$ cat src/rtl/serial_test_top.sv
// rtl/serial_test_top.sv - serial register-access test block: 8N1 UART plus byte command FSM over four 32-bit registers
// Host writes/reads REG[0..3]; every response byte is paced by one received byte.

module serial_uart_rx #(
  parameter int BIT_CLKS = 868
) (
  input  logic       clk_i,
  input  logic       reset_i,
  input  logic       rxd_i,
  output logic       strobe_o,
  output logic [7:0] byte_o
);
  localparam int CW   = $clog2(BIT_CLKS + 1);
  localparam int HALF = BIT_CLKS / 2;

  typedef enum logic [1:0] {RX_IDLE, RX_START, RX_DATA, RX_STOP} rx_state_e;

  rx_state_e     state_q;
  logic          sync1_q, sync2_q, prev_q;
  logic [CW-1:0] cnt_q;
  logic [2:0]    bit_q;
  logic [7:0]    shift_q;
  logic          strobe_q;
  logic [7:0]    byte_q;

  always_ff @(posedge clk_i) begin
    if (reset_i) begin
      state_q  <= RX_IDLE;
      sync1_q  <= 1'b1;
      sync2_q  <= 1'b1;
      prev_q   <= 1'b1;
      cnt_q    <= '0;
      bit_q    <= '0;
      shift_q  <= '0;
      strobe_q <= 1'b0;
      byte_q   <= '0;
    end else begin
      sync1_q  <= rxd_i;
      sync2_q  <= sync1_q;
      prev_q   <= sync2_q;
      strobe_q <= 1'b0;
      case (state_q)
        RX_IDLE: begin
          cnt_q <= '0;
          if (prev_q && !sync2_q) state_q <= RX_START;
        end
        RX_START: begin
          // Re-check the start bit half a bit in; a high line means a glitch.
          if (cnt_q == CW'(HALF - 1)) begin
            cnt_q   <= '0;
            bit_q   <= '0;
            state_q <= sync2_q ? RX_IDLE : RX_DATA;
          end else begin
            cnt_q <= cnt_q + 1'b1;
          end
        end
        RX_DATA: begin
          if (cnt_q == CW'(BIT_CLKS - 1)) begin
            cnt_q   <= '0;
            shift_q <= {sync2_q, shift_q[7:1]};
            bit_q   <= bit_q + 1'b1;
            if (bit_q == 3'd7) state_q <= RX_STOP;
          end else begin
            cnt_q <= cnt_q + 1'b1;
          end
        end
        RX_STOP: begin
          if (cnt_q == CW'(BIT_CLKS - 1)) begin
            cnt_q   <= '0;
            state_q <= RX_IDLE;
            if (sync2_q) begin
              strobe_q <= 1'b1;
              byte_q   <= shift_q;
            end
          end else begin
            cnt_q <= cnt_q + 1'b1;
          end
        end
        default: state_q <= RX_IDLE;
      endcase
    end
  end

  assign strobe_o = strobe_q;
  assign byte_o   = byte_q;
endmodule

module serial_uart_tx #(
  parameter int BIT_CLKS = 868
) (
  input  logic       clk_i,
  input  logic       reset_i,
  input  logic       start_i,
  input  logic [7:0] data_i,
  output logic       busy_o,
  output logic       txd_o
);
  localparam int CW = $clog2(BIT_CLKS + 1);

  logic          busy_q;
  logic          txd_q;
  logic [CW-1:0] cnt_q;
  logic [3:0]    bit_q;
  logic [8:0]    shift_q;

  always_ff @(posedge clk_i) begin
    if (reset_i) begin
      busy_q  <= 1'b0;
      txd_q   <= 1'b1;
      cnt_q   <= '0;
      bit_q   <= '0;
      shift_q <= '1;
    end else if (!busy_q) begin
      txd_q <= 1'b1;
      if (start_i) begin
        busy_q  <= 1'b1;
        txd_q   <= 1'b0;
        cnt_q   <= '0;
        bit_q   <= '0;
        shift_q <= {1'b1, data_i};
      end
    end else if (cnt_q == CW'(BIT_CLKS - 1)) begin
      cnt_q <= '0;
      // bit_q counts start(0), data(1..8), stop(9); idle after the stop bit ends.
      if (bit_q == 4'd9) begin
        busy_q <= 1'b0;
        txd_q  <= 1'b1;
      end else begin
        txd_q   <= shift_q[0];
        shift_q <= {1'b1, shift_q[8:1]};
        bit_q   <= bit_q + 1'b1;
      end
    end else begin
      cnt_q <= cnt_q + 1'b1;
    end
  end

  assign busy_o = busy_q;
  assign txd_o  = txd_q;
endmodule

module serial_test_top #(
  parameter int CLK_FREQUENCY = 100_000_000,
  parameter int BAUD          = 115_200
) (
  input  logic clk,
  input  logic reset,
  input  logic rxd,
  output logic txd
);
  localparam int BIT_CLKS = CLK_FREQUENCY / BAUD;

  typedef enum logic [2:0] {S_IDLE, S_ADDR, S_WDATA, S_WACK, S_RRESP} state_e;

  logic       rx_strobe;
  logic [7:0] rx_byte;
  logic       tx_busy;
  logic       tx_start;

  state_e      state_q;
  logic [7:0]  cmd_q, addr_q;
  logic [2:0]  cnt_q;
  logic [31:0] wbuf_q, rbuf_q;
  logic [31:0] regs_q [4];
  logic        pend_valid_q;
  logic [7:0]  pend_byte_q;

  serial_uart_rx #(.BIT_CLKS(BIT_CLKS)) u_rx (
    .clk_i   (clk),
    .reset_i (reset),
    .rxd_i   (rxd),
    .strobe_o(rx_strobe),
    .byte_o  (rx_byte)
  );

  serial_uart_tx #(.BIT_CLKS(BIT_CLKS)) u_tx (
    .clk_i  (clk),
    .reset_i(reset),
    .start_i(tx_start),
    .data_i (pend_byte_q),
    .busy_o (tx_busy),
    .txd_o  (txd)
  );

  assign tx_start = pend_valid_q && !tx_busy;

  always_ff @(posedge clk) begin
    if (reset) begin
      state_q      <= S_IDLE;
      cmd_q        <= '0;
      addr_q       <= '0;
      cnt_q        <= '0;
      wbuf_q       <= '0;
      rbuf_q       <= '0;
      pend_valid_q <= 1'b0;
      pend_byte_q  <= '0;
      for (int i = 0; i < 4; i++) regs_q[i] <= '0;
    end else begin
      if (tx_start) pend_valid_q <= 1'b0;
      // A new trigger lands after the clear above, so it overwrites a held byte.
      if (rx_strobe) begin
        case (state_q)
          S_IDLE: begin
            cmd_q   <= rx_byte;
            state_q <= S_ADDR;
          end
          S_ADDR: begin
            addr_q <= rx_byte;
            cnt_q  <= '0;
            if (cmd_q[7]) begin
              rbuf_q  <= regs_q[rx_byte[1:0]];
              state_q <= S_RRESP;
            end else begin
              state_q <= S_WDATA;
            end
          end
          S_WDATA: begin
            wbuf_q[8*cnt_q[1:0] +: 8] <= rx_byte;
            if (cnt_q == 3'd3) begin
              regs_q[addr_q[1:0]] <= {rx_byte, wbuf_q[23:0]};
              cnt_q               <= '0;
              state_q             <= S_WACK;
            end else begin
              cnt_q <= cnt_q + 1'b1;
            end
          end
          S_WACK: begin
            pend_valid_q <= 1'b1;
            pend_byte_q  <= 8'h01;
            state_q      <= S_IDLE;
          end
          S_RRESP: begin
            pend_valid_q <= 1'b1;
            case (cnt_q)
              3'd0:    pend_byte_q <= cmd_q;
              3'd1:    pend_byte_q <= addr_q;
              default: begin
                pend_byte_q <= rbuf_q[7:0];
                rbuf_q      <= {8'h00, rbuf_q[31:8]};
              end
            endcase
            if (cnt_q == 3'd5) begin
              cnt_q   <= '0;
              state_q <= S_IDLE;
            end else begin
              cnt_q <= cnt_q + 1'b1;
            end
          end
          default: state_q <= S_IDLE;
        endcase
      end
    end
  end
endmodule

$ cat config.mk
export PLATFORM = sky130hd
export DESIGN_NAME = serial_test_top
export DESIGN_NICKNAME = d
export VERILOG_FILES = /design/src/rtl/serial_test_top.sv
export SDC_FILE = /design/constraint.sdc
export NUM_CORES = 1
export LEC_CHECK = 0
export BUFFER_PORTS_ARGS = -buffer_cell sky130_fd_sc_hd__buf_4
export CAP_MARGIN = 40
export CORE_MARGIN = 2
export CORE_UTILIZATION = 45
export DETAILED_ROUTE_END_ITERATION = 8
export PLACE_DENSITY = 0.68
export SETUP_SLACK_MARGIN = 0.15
export SLEW_MARGIN = 15
export SYNTH_ARGS = -nofsm -noshare
export SYNTH_HDL_FRONTEND = slang
export SYNTH_SLANG_ARGS = --single-unit
$ cat constraint.sdc
create_clock -name clk -period 2.5 [get_ports clk]
set_clock_uncertainty 0.2 [all_clocks]
set_input_delay 0.375 -clock clk [delete_from_list [all_inputs] [get_ports clk]]
set_output_delay 0.375 -clock clk [all_outputs]
set_load 0.01 [all_outputs]
=== After elaboration in Yosys (flattened, before gate mapping) ===
Memories as Yosys holds them, arrays and structs flattened. A register that Yosys moved wholly into a read port is not among the register bits.
Cells that the tools add are included.

* $add $sub $neg: 6
* Equal/unequal tests: 26
* Shifts and indexed selects: 2
* Multiplexer cells: 61
* Bitwise logic cells: 2
* Reduce and logical (&&, ||, !) cells: 29

{| class="wikitable"
|+ Operator list
! operator !! count
|-
| $mux W32 || 3
|-
| $pmux W32 S2 || 1
|-
| $mux W10 || 5
|-
| $mux W9 || 4
|-
| $neg A5 Y34 || 1
|-
| $shift A8 B34 Y32 const A || 1
|-
| $shiftx A8 B34 Y32 || 1
|-
| $bwmux W32 || 1
|-
| $pmux W8 S2 || 2
|-
| $reduce_or A32 Y1 || 1
|-
| $pmux W10 S3 || 1
|-
| $mux W3 || 7
|-
| $add A10 B1 Y10 const B || 2
|-
| $eq A10 B10 Y1 const B || 2
|-
| $mux W1 || 20
|-
| $mux W2 || 9
|-
| $mux W4 || 4
|-
| $ne A2 B2 Y1 const B || 6
|-
| $pmux W3 S4 || 1
|-
| $reduce_and A2 Y1 || 6
|-
| $reduce_and A3 Y1 || 4
|-
| $eq A10 B9 Y1 const B || 1
|-
| $ne A2 B1 Y1 const B || 5
|-
| $eq A3 B2 Y1 const B || 3
|-
| other kinds (21) || 35
|}

* Flip-flop bits (word level): 155
* Bits in writable memories: 128
* Input port bits: 3
* Output and inout port bits: 1
* Memories kept: 1

{| class="wikitable"
|+ Memories
! memory !! words !! width !! read ports !! clocked after memory_dff !! write ports !! RTL line !! source
|-
| regs_q || 4 || 32 || 1 || 1 || 4 || 164 || <nowiki>logic [31:0] regs_q [4];</nowiki>
|}

=== Longest topological paths before layout ===
Gate-level depths: netlist of run 1.

* Depth in word-level cells: 8
* Depth in mapped cells: 8
* Mapped depth without buffers: 7

=== Cells and area by module ===
From an unflattened synthesis of run 1, not the netlist that was laid out.

* Cells, all modules: 1073
* Area total of the unflattened synthesis: 12102.9 um^2

{| class="wikitable"
|+ Modules (own cells, without submodules)
! module !! instances !! cells each !! area an instance (um^2) !! seq. area each (um^2)
|-
| serial_test_top || 1 || 783 || 9409.0 || 5585.4
|-
| serial_uart_rx || 1 || 147 || 1433.9 || 700.7
|-
| serial_uart_tx || 1 || 143 || 1260.0 || 480.5
|}

=== Worst setup path before layout of run 1 ===
OpenSTA, ideal clock, no wires.

* Path kind: register to register
* Start point: register cnt_q[0]
* End point: memory regs_q[0][0], enable pin
* Data arrival time: 1721 ps
* Required time: 1925 ps
* Setup slack: 204 ps
* Cell stages (with the launch flop): 6
* Period minus slack after synthesis: 2296 ps
* Cells stage by stage: dfxtp_1 ha_1 ha_1 nand3b_2 nor3_1 or2_2

{| class="wikitable"
|+ RTL lines
! what !! RTL line !! source
|-
| start: declaration || 162 || <nowiki>logic [2:0] cnt_q;</nowiki>
|-
| start signal: assignment || 224 || <nowiki>cnt_q <= cnt_q + 1'b1;</nowiki>
|-
| start signal: assignment || 246 || <nowiki>cnt_q <= cnt_q + 1'b1;</nowiki>
|-
| end: declaration || 164 ||
|}

==> impl_metrics.env, run 1 <==
export IMPL_status="finished, final reports clean"
export IMPL_place_ws_ps=130.6
export IMPL_grt_overflow=0
export IMPL_vdd_drop_max_mv=0.4784
export IMPL_finalHoldViolCount=0
export IMPL_critical_path_required_ps=2490
export IMPL_io_pins=4
export IMPL_arrival_ps=2200
export IMPL_finalSetupTns_ps=0
export IMPL_hold_ws_ps=91.34
export IMPL_synth_area_per_cell_um2=11.03
export IMPL_worstSetupPathType="reg -> reg"
export IMPL_cp_top_family="simple AND/OR/NAND/NOR gates"
export IMPL_die_x_um=167
export IMPL_first_pass_iters=6
export IMPL_syn_inst=1084
export IMPL_holdPathStages=3
export IMPL_critPathMaxFanout=32
export IMPL_final_util=0.5171
export IMPL_routed_wl_mm=26.88
export IMPL_drtIter0Drc=750
export IMPL_hold_class="in -> reg"
export IMPL_cp_cell_sequence="ha_1 -> ha_1 -> nand3b_2 -> nor3b_4 -> or2_2 -> buf_6"
export IMPL_rsz0062_at_grt="false"
export IMPL_rows=59
export IMPL_cap_violations=0
export IMPL_grt_usage=0.1904
export IMPL_ys_seq_area_frac=0.5693
export IMPL_grt_pass1_wl_mm=42.44
export IMPL_drive_above_1_share=0.1295
export IMPL_routedWlPerCell_um=18.68
export IMPL_grt_max_degree=124
export IMPL_clk_pin_slew_worst_paths_ps=60
export IMPL_area_growth_pct=12.69
export IMPL_start_kind="flop"
export IMPL_slowest_stage="dfxtp_1"
export IMPL_instances_no_fill=1439
export IMPL_slew_viol_final=0
export IMPL_gp_congestion=0.8014
export IMPL_worst_slack_ps=293.9
export IMPL_crit_path_frequent_cell="ha_1"
export IMPL_insertion_delay_ps=540
export IMPL_final_common_cell="dfxtp_1"
export IMPL_total_leakage_power_uw=0.004609
export IMPL_synth_area_mm2=0.01196
export IMPL_port_buffer_count=3
export IMPL_fp_dieH_um=167
export IMPL_diodes=0
export IMPL_grt_pass1_vias=7570
export IMPL_min_period_ps=2206
export IMPL_dieArea_mm2=0.02789
export IMPL_clock_sinks=276
export IMPL_cts_buffers=28
export IMPL_synth_edf_count=128
export IMPL_filler_cell_count=2297
export IMPL_hpwl_mm=15.75
export IMPL_post_place_cells=1384
export IMPL_worstMarginPinSlew_ps=666.0
export IMPL_max_slew_margin=0.5554
export IMPL_fin_nets=1103
export IMPL_cp_slowest_stage_delay_ps=390
export IMPL_final_cell_mix="146 x dfxtp_1, 133 x and2_1, 128 x edfxtp_1"
export IMPL_ys_flop_type="dfxtp_1"
export IMPL_synth_async_reset_ratio=0
export IMPL_clk_path_buf_depth=3
export IMPL_syn_nets=1105
export IMPL_synth_ff_latch_count=276
export IMPL_synthDistinctLibCells=63
export IMPL_core_area_mm2=0.02606
export IMPL_ant_nets=0
export IMPL_end_kind="flop"
export IMPL_min_period_over_period=0.8824
export IMPL_via_per_inst=5.558
export IMPL_drc=0
export IMPL_reg2reg_depth=6
export IMPL_crit_buf_inv=1
export IMPL_cts_root_buffer="clkbuf_16"
export IMPL_yosys_warnings=0
export IMPL_htree_levels=1
export IMPL_clock_fmax_mhz=453.3
export IMPL_finalSetupViolCount=0
export IMPL_crit_cells=6
export IMPL_vias=7998
export IMPL_power_density_mw_per_mm2=706.7
export IMPL_initial_utilization=0.4588
export IMPL_cts_tree="yes"
export IMPL_antenna_found_initial=0
path summary, 6_finish.rpt:
path	startpoint	end	slack, ps
worst max-delay path	cnt_q[1]$_SDFFE_PP0P_	regs_q[2][25]$_SDFFCE_PN0P_	290
worst min-delay path	reset	wbuf_q[8]$_SDFFE_PP0P_	90
worst max register to register	cnt_q[1]$_SDFFE_PP0P_	regs_q[2][25]$_SDFFCE_PN0P_	290
worst min register to register	u_rx.sync1_q$_SDFF_PP1_	u_rx.sync2_q$_SDFF_PP1_	220
cell usage after synthesis, types with 7 or more instances:
| cell type | number | share of area |
|---|---|---|
| a311oi_1 | 25 | 0.018 |
| nor2_1 | 91 | 0.029 |
| and2_1 | 133 | 0.070 |
| dfxtp_1 | 148 | 0.25 |
| nand3b_1 | 8 | 0.0050 |
| a22oi_1 | 25 | 0.016 |
| nand3_1 | 44 | 0.018 |
| edfxtp_1 | 128 | 0.32 |
| o21ai_0 | 43 | 0.018 |
| mux2i_1 | 15 | 0.013 |
| clkbuf_1 | 59 | 0.019 |
| nand2_1 | 114 | 0.036 |
| buf_2 | 16 | 0.0067 |
| inv_1 | 15 | 0.0047 |
| nand2b_1 | 8 | 0.0042 |
| mux4_2 | 32 | 0.060 |
| xnor2_1 | 8 | 0.0059 |
| a21oi_1 | 70 | 0.029 |
| a211o_1 | 7 | 0.0051 |
| ha_1 | 18 | 0.019 |
| or2_2 | 7 | 0.0037 |
metrics by stage:
| step | area [um2] | power, uW |
|---|---|---|
| after floorplan | 11960 | 5157 |
| after global routing | 13470 | 9832 |
| after detailed placement | 12450 | 5261 |
| after global placement | 12450 | 5255 |
| after CTS | 13440 | 9624 |
| final | 13470 | 9522 |
final cells by class:
cell class / count / area [um2] / share of cell area
clock inverter: 8 / 113.9 / 0.008450
tap: 335 / 419.2 / 0.03111
sequential: 276 / 6809 / 0.5053
inverter: 15 / 56.30 / 0.004179
clock buffer: 44 / 862.1 / 0.06398
multi-input combinational: 717 / 4812 / 0.3571
timing repair buffer: 44 / 401.6 / 0.02981
sequential cells by signal (all words and copies together), names as in the netlist, 3 cells and up, named ones only:
signal        count
pend_byte_q       8
state_q           3
u_rx.shift_q      8
rbuf_q           32
u_rx.cnt_q       10
wbuf_q           24
cnt_q             3
u_rx.bit_q        3
addr_q            8
u_tx.cnt_q       10
u_tx.bit_q        4
u_tx.shift_q      8
regs_q          128
cmd_q             8
u_rx.byte_o       8
cell families after synthesis:
| family | after synthesis | synth area share |
|---|---|---|
| xor gates and xnor gates | 11 | 0.008058 |
| AOI/OAI and AO/OA | 192 | 0.1045 |
| adders and majority gates | 18 | 0.01884 |
| buffers and inverters | 91 | 0.03024 |
| DFF | 276 | 0.5693 |
| muxes | 47 | 0.07283 |
| and+or+nand+nor | 449 | 0.1962 |
where the power goes:
group	total [uW]	internal, uW	leakage (uW)	switching [uW]
clock	4360	2660	0.000474	1700
sequential	4860	4820	0.00249	43.9
combinational	305	118	0.00164	187
total	9520	7590	0.00461	1930
worst min-delay path, delay by kind of cell:
kind	cells	cell delay (ps)
AO/OA/AOI/OAI	1	60
buffers and inverters	2	340
routing by layer:
layer | global-route usage | vias up | share of wire
met1 | 0.2737 | 3901 | 0.46
met2 | 0.3067 | 181 | 0.47
met4 | 0.04835 | 0 | 0.020
li1 | - | 3868 | -
met3 | 0.02471 | 48 | 0.049
met5 | 0 | - | 0
timing repair:
item | 4_1_cts | 5_1_grt
resized for setup | 1 | 2
hold endpoints to repair | 1 | 0
setup buffers | 0 | 1
gates cloned | 0 | 1
setup endpoints to repair | 32 | 65
hold buffers | 1 | 0
No activity file was read; power rests on OpenSTA's default activity.
==> inputs of run 2 (changes only) <==
clock period = 2.7 ns   (was 2.5 ns; I/O delays follow)
==> run 2 against run 1 <==
  * Sequential cell count stayed put
  * Clock-buffer cell count is 8 lower
  * First-iteration DRC count is 9.7% lower
  * Clock power is 1% lower
  * Maximum frequency is 5.0% lower
  * Design area is 0.34% higher
  * Worst setup slack better by 83 ps
  * Cell count hardly changed
  * Sequential power is 7.4% lower
  * Global-route usage is 0.12 points higher
  * Combinational power is 7.2% lower
  * Die area stayed put
  * Largest power group unchanged
  * Highest routed layer unchanged
==> impl_metrics.env, run 2 (same netlist as run 1, synthesis figures left out) <==
export IMPL_status="finished, final reports clean"
export IMPL_area_growth_pct=13.08
export IMPL_instances_no_fill=1440
export IMPL_fp_dieH_um=167
export IMPL_post_place_cells=1381
export IMPL_start_kind="flop"
export IMPL_grt_usage=0.1916
export IMPL_ant_nets=0
export IMPL_grt_pass1_wl_mm=42.77
export IMPL_cp_slowest_stage_delay_ps=380
export IMPL_port_buffer_count=3
export IMPL_diodes=0
export IMPL_io_pins=4
export IMPL_hpwl_mm=16.04
export IMPL_first_pass_iters=5
export IMPL_regMostFlops="regs_q"
export IMPL_final_cell_mix="147 x dfxtp_1, 133 x and2_1, 128 x edfxtp_1"
export IMPL_final_util=0.5188
export IMPL_rsz0062_at_grt="false"
export IMPL_multi_input_area_mm2=0.004812
export IMPL_critPathMaxFanout=48
export IMPL_grt_busiest_layer="met2"
export IMPL_clk_pin_slew_worst_paths_ps=60
export IMPL_register_area_mm2=0.006808
export IMPL_grt_use_met2=0.3058
export IMPL_vdd_drop_max_mv=0.3758
export IMPL_cap_violations=0
export IMPL_insertion_delay_ps=560
export IMPL_use_met1=0.2711
export IMPL_end_kind="flop"
export IMPL_total_leakage_power_uw=0.004634
export IMPL_cts_repair_resized=0
export IMPL_power_density_mw_per_mm2=672.2
export IMPL_drc=0
export IMPL_antenna_found_initial=0
export IMPL_die_x_um=167
export IMPL_holdPathStages=1
export IMPL_clock_sinks=276
export IMPL_via_per_inst=5.523
export IMPL_final_common_cell="dfxtp_1"
export IMPL_fin_nets=1102
export IMPL_cts_root_buffer="clkbuf_16"
export IMPL_reg2reg_depth=8
export IMPL_routedWlPerCell_um=18.41
export IMPL_place_ws_ps=420.6
export IMPL_min_period_over_period=0.8605
export IMPL_drive_above_1_share=0.1357
export IMPL_crit_buf_inv=2
export IMPL_slowest_stage="dfxtp_1"
export IMPL_clock_fmax_mhz=430.4
export IMPL_slew_viol_final=0
export IMPL_critical_path_required_ps=2960
export IMPL_rows=59
export IMPL_initial_utilization=0.4588
export IMPL_worst_slack_ps=376.8
export IMPL_drtIter0Drc=677
export IMPL_hold_ws_ps=214.0
export IMPL_core_area_mm2=0.02606
export IMPL_crit_cells=8
export IMPL_worstSetupPathType="reg -> reg"
export IMPL_grt_pass1_vias=7915
export IMPL_finalHoldViolCount=0
export IMPL_hold_class="reg -> reg"
export IMPL_vias=7953
export IMPL_grt_max_degree=61
export IMPL_use_met3=0.02400
export IMPL_clk_path_buf_depth=3
export IMPL_max_slew_margin=0.5660
export IMPL_dieArea_mm2=0.02789
export IMPL_grt_overflow=0
export IMPL_post_cts_setup_buffer_count=0
export IMPL_cts_tree="yes"
export IMPL_largest_reg_flops=128
export IMPL_gp_congestion=0.8276
export IMPL_reg_largest_list="regs_q x128, rbuf_q x32, wbuf_q x24"
export IMPL_finalSetupTns_ps=0
export IMPL_htree_levels=1
export IMPL_cts_buffers=30
export IMPL_min_period_ps=2323
export IMPL_cp_top_family="compound AO/OA/AOI/OAI gates"
export IMPL_cp_cell_sequence="inv_1 -> ha_1 -> o21bai_2 -> a31o_2 -> nor3b_4 -> buf_12 -> nor2_1 -> a311oi_1"
export IMPL_routed_wl_mm=26.50
export IMPL_finalSetupViolCount=0
export IMPL_arrival_ps=2580
export IMPL_filler_cell_count=2256
export IMPL_worstMarginPinSlew_ps=646.6
==> run 2: area by class of cell <==
| class | count | share of cell area |
|---|---|---|
| repair buffers | 41 | 0.02573 |
| flip-flops and latches | 276 | 0.5035 |
| inverters | 15 | 0.004164 |
| clock buffers | 36 | 0.06422 |
| clock inverters | 20 | 0.01545 |
| multi-input cells | 717 | 0.3559 |
| well taps | 335 | 0.03100 |
==> run 2: worst register-to-register path: cells and delay by family (launching register included) <==
kind	cells	cell delay, ps
adder cells (fa/ha/maj)	1	340
buffers and inverters	2	340
AO/OA/AOI/OAI	3	650
flip-flops	1	380
AND/OR/NAND/NOR	2	310
==> run 2: per-stage QoR <==
step	total power (uW)	area (um2)
finish	9089	13520
global route	9384	13520
CTS	9186	13520
detailed placement	4874	12420
global placement	4864	12420
floorplan	4775	11960
==> run 2: worst paths after layout <==
check	startpoint	endpoint	slack (ps)
setup / recovery	cnt_q[1]$_SDFFE_PP0P_	rbuf_q[6]$_SDFFE_PP0P_	380
hold / removal	u_rx.sync1_q$_SDFF_PP1_	u_rx.sync2_q$_SDFF_PP1_	210
setup reg to reg	cnt_q[1]$_SDFFE_PP0P_	rbuf_q[6]$_SDFFE_PP0P_	380
hold reg to reg	u_rx.sync1_q$_SDFF_PP1_	u_rx.sync2_q$_SDFF_PP1_	210
==> run 2: repair_timing <==
action | 4_1_cts | 5_1_grt
endpoints found under the setup margin | 0 | 0
hold buffers | 2 | 0
endpoints found under the hold margin | 14 | 0
==> run 2: metal layers <==
| layer | part of all wire | vias up |
|---|---|---|
| met5 | 0 | - |
| met4 | 0.030 | 0 |
| met2 | 0.46 | 143 |
| met3 | 0.042 | 54 |
| met1 | 0.47 | 3883 |
| li1 | - | 3873 |
==> run 2: power breakdown <==
group	internal, uW	switching [uW]	leakage [uW]
combinational	112	172	0.00161
sequential	4460	40.1	0.00249
clock	2600	1710	0.000530
total	7170	1920	0.00463
==> inputs of run 3 (changes only) <==
ABC_AREA = 1   (was not set)
SETUP_SLACK_MARGIN = 0.02   (was 0.15)
==> run 3 against run 2 <==
  * Worst hold slack lost 26 ps
  * Combinational power increased by 28%
  * First-iteration DRC count grew 11%
  * Clock power down 10%
  * Critical path depth decreased by 1
  * Sequential share of layout area increased by 0.92 points
  * Synthesized cell count up 32%
  * Clock-buffer cell count rose by 10
  * Sequential cell count unchanged
  * Critical endpoint is now regs_q[0][26]$_SDFFCE_PN0P_
  * Area after synthesis shrank 0.16%
  * Via count rose by 17%
  * Highest routed layer unchanged
  * Wire length grew 4.6%
==> impl_metrics.env, run 3 <==
export IMPL_power_density_mw_per_mm2=660.3
export IMPL_cts_tree="yes"
export IMPL_hold_class="in -> reg"
export IMPL_regMostFlops="regs_q"
export IMPL_finalSetupTns_ps=0
export IMPL_grt_pass1_wl_mm=45.42
export IMPL_hpwl_mm=16.81
export IMPL_grt_overflow=0
export IMPL_area_growth_pct=11.26
export IMPL_worstSetupPathType="reg -> reg"
export IMPL_insertion_delay_ps=560
export IMPL_min_period_ps=2291
export IMPL_final_common_cell="nor2_1"
export IMPL_yosys_cell_count_top_type="nor2_1"
export IMPL_routed_wl_mm=27.72
export IMPL_synthDistinctLibCells=35
export IMPL_cts_buffers=29
export IMPL_synth_top_area_cell="edfxtp_1"
export IMPL_die_x_um=166.9
export IMPL_synthTopCellsByCount="343 x nor2_1, 245 x nand2_1, 156 x o21ai_0"
export IMPL_register_area_mm2=0.006809
export IMPL_critical_path_required_ps=2680
export IMPL_drive_above_1_share=0.06597
export IMPL_vias=9286
export IMPL_antenna_found_initial=0
export IMPL_slew_viol_final=0
export IMPL_crit_buf_inv=1
export IMPL_ys_seq_area_frac=0.5702
export IMPL_total_leakage_power_uw=0.004778
export IMPL_clock_sinks=276
export IMPL_finalSetupViolCount=0
export IMPL_io_pins=4
export IMPL_grt_usage=0.2003
export IMPL_fin_nets=1438
export IMPL_netlist_top_cells_area="edfxtp_1 32%, dfxtp_1 25%, nor2_1 11%"
export IMPL_synth_edf_count=128
export IMPL_grt_pass1_vias=8871
export IMPL_synth_async_reset_ratio=0
export IMPL_fp_dieH_um=166.9
export IMPL_clock_fmax_mhz=436.4
export IMPL_gp_congestion=0.8872
export IMPL_final_cell_mix="343 x nor2_1, 245 x nand2_1, 156 x o21ai_0"
export IMPL_cts_root_buffer="clkbuf_16"
export IMPL_drc=0
export IMPL_clk_pin_slew_worst_paths_ps=60
export IMPL_synth_top_area_share=0.3220
export IMPL_worstMarginPinSlew_ps=570.4
export IMPL_critPathMaxFanout=29
export IMPL_via_per_inst=5.232
export IMPL_synth_ff_latch_count=276
export IMPL_cp_top_family="adder cells"
export IMPL_syn_nets=1449
export IMPL_final_util=0.5097
export IMPL_reg_largest_list="regs_q x128, rbuf_q x32, wbuf_q x24"
export IMPL_synth_area_mm2=0.01194
export IMPL_clk_path_buf_depth=3
export IMPL_drtIter0Drc=754
export IMPL_port_buffer_count=3
export IMPL_cp_slowest_stage_delay_ps=440
export IMPL_finalHoldViolCount=0
export IMPL_multi_input_area_mm2=0.004408
export IMPL_largest_reg_flops=128
export IMPL_dieArea_mm2=0.02785
export IMPL_diodes=0
export IMPL_filler_cell_count=2406
export IMPL_yosys_warnings=0
export IMPL_ys_flop_type="dfxtp_1"
export IMPL_post_cts_setup_buffer_count=0
export IMPL_detailed_place_area_mm2=0.01233
export IMPL_synth_area_per_cell_um2=8.360
export IMPL_grt_max_degree=105
export IMPL_cp_cell_sequence="ha_1 -> ha_1 -> nand3_2 -> nor2_1 -> nand2_1 -> nand2_1 -> buf_4"
export IMPL_first_pass_iters=5
export IMPL_routedWlPerCell_um=15.62
export IMPL_min_period_over_period=0.8487
export IMPL_vdd_drop_max_mv=0.3824
export IMPL_fin_area_mm2=0.01328
export IMPL_initial_utilization=0.4581
export IMPL_ant_nets=0
export IMPL_core_area_mm2=0.02606
export IMPL_status="finished, final reports clean"
export IMPL_rsz0062_at_grt="false"
export IMPL_end_kind="flop"
export IMPL_arrival_ps=2270
export IMPL_syn_inst=1428
export IMPL_rows=59
export IMPL_htree_levels=1
export IMPL_cap_violations=0
export IMPL_slowest_stage="buf_4"
export IMPL_start_kind="flop"
export IMPL_max_slew_margin=0.6197
-- run 3: cell families after synthesis --
kind of cell,synth area share
simple gates,0.2166
compound gates,0.1258
flops,0.5702
buf+inv,0.06194
fa+ha+maj,0.01887
xor+xnor,0.006603
-- run 3: per-layer routing --
layer  wire length [um]  vias to the layer above  global-route usage
li1                   -                     4643                   -
met1              12770                     4353              0.2816
met2              12610                      249              0.3199
met3               1725                       41             0.02947
met4                617                        0             0.06447
met5                  0                        -                   0
-- run 3: worst register-to-register path, cell delays in order, from the launching register on --
cell and delay, ps:
dfxtp_1 430, ha_1 210, ha_1 230, nand3_2 100
nor2_1 140, nand2_1 90, nand2_1 80, buf_4 440
-- run 3: final timing paths --
path | from | end | slack, ps | depth (start not counted)
max | cnt_q[0]$_SDFFE_PP0P_ | regs_q[0][26]$_SDFFCE_PN0P_ | 410 | 7
min | reset | u_rx.prev_q$_SDFF_PP1_ | 190 | 4
max reg2reg | cnt_q[0]$_SDFFE_PP0P_ | regs_q[0][26]$_SDFFCE_PN0P_ | 410 | 7
min reg2reg | u_rx.sync1_q$_SDFF_PP1_ | u_rx.sync2_q$_SDFF_PP1_ | 210 | 1
-- run 3: area by class of cell --
cell class,instances,area share
clock buffer,46,0.06472
clock inverter,8,0.005652
inverter,116,0.03278
sequential,276,0.5127
multi-input combinational,966,0.3319
timing repair buffer,28,0.02073
tap,335,0.03156
-- run 3: per-stage QoR --
stage / setup slack [ps] / std cells / power (uW) / hold slack (ps)
2_1_floorplan: 104.7 / 1428 / 4885 / 189.5
3_3_place_gp: 446.1 / 1719 / 4984 / 191.9
3_5_place_dp: 416.9 / 1719 / 5002 / 196.2
4_1_cts: 406.9 / 1774 / 8849 / 178.1
5_1_grt: 223.4 / 1775 / 9090 / 207.3
6_report: 408.5 / 1775 / 8769 / 187.9
-- run 3: power by group --
group	internal (uW)	switching, uW
combinational	118	246
sequential	4500	52.7
clock	2270	1590
-- run 3: repair_timing --
action	in CTS	in global routing
setup endpoints to repair	0	0
hold buffers	1	0
resized for setup	0	0
endpoints found under the hold margin	1	0
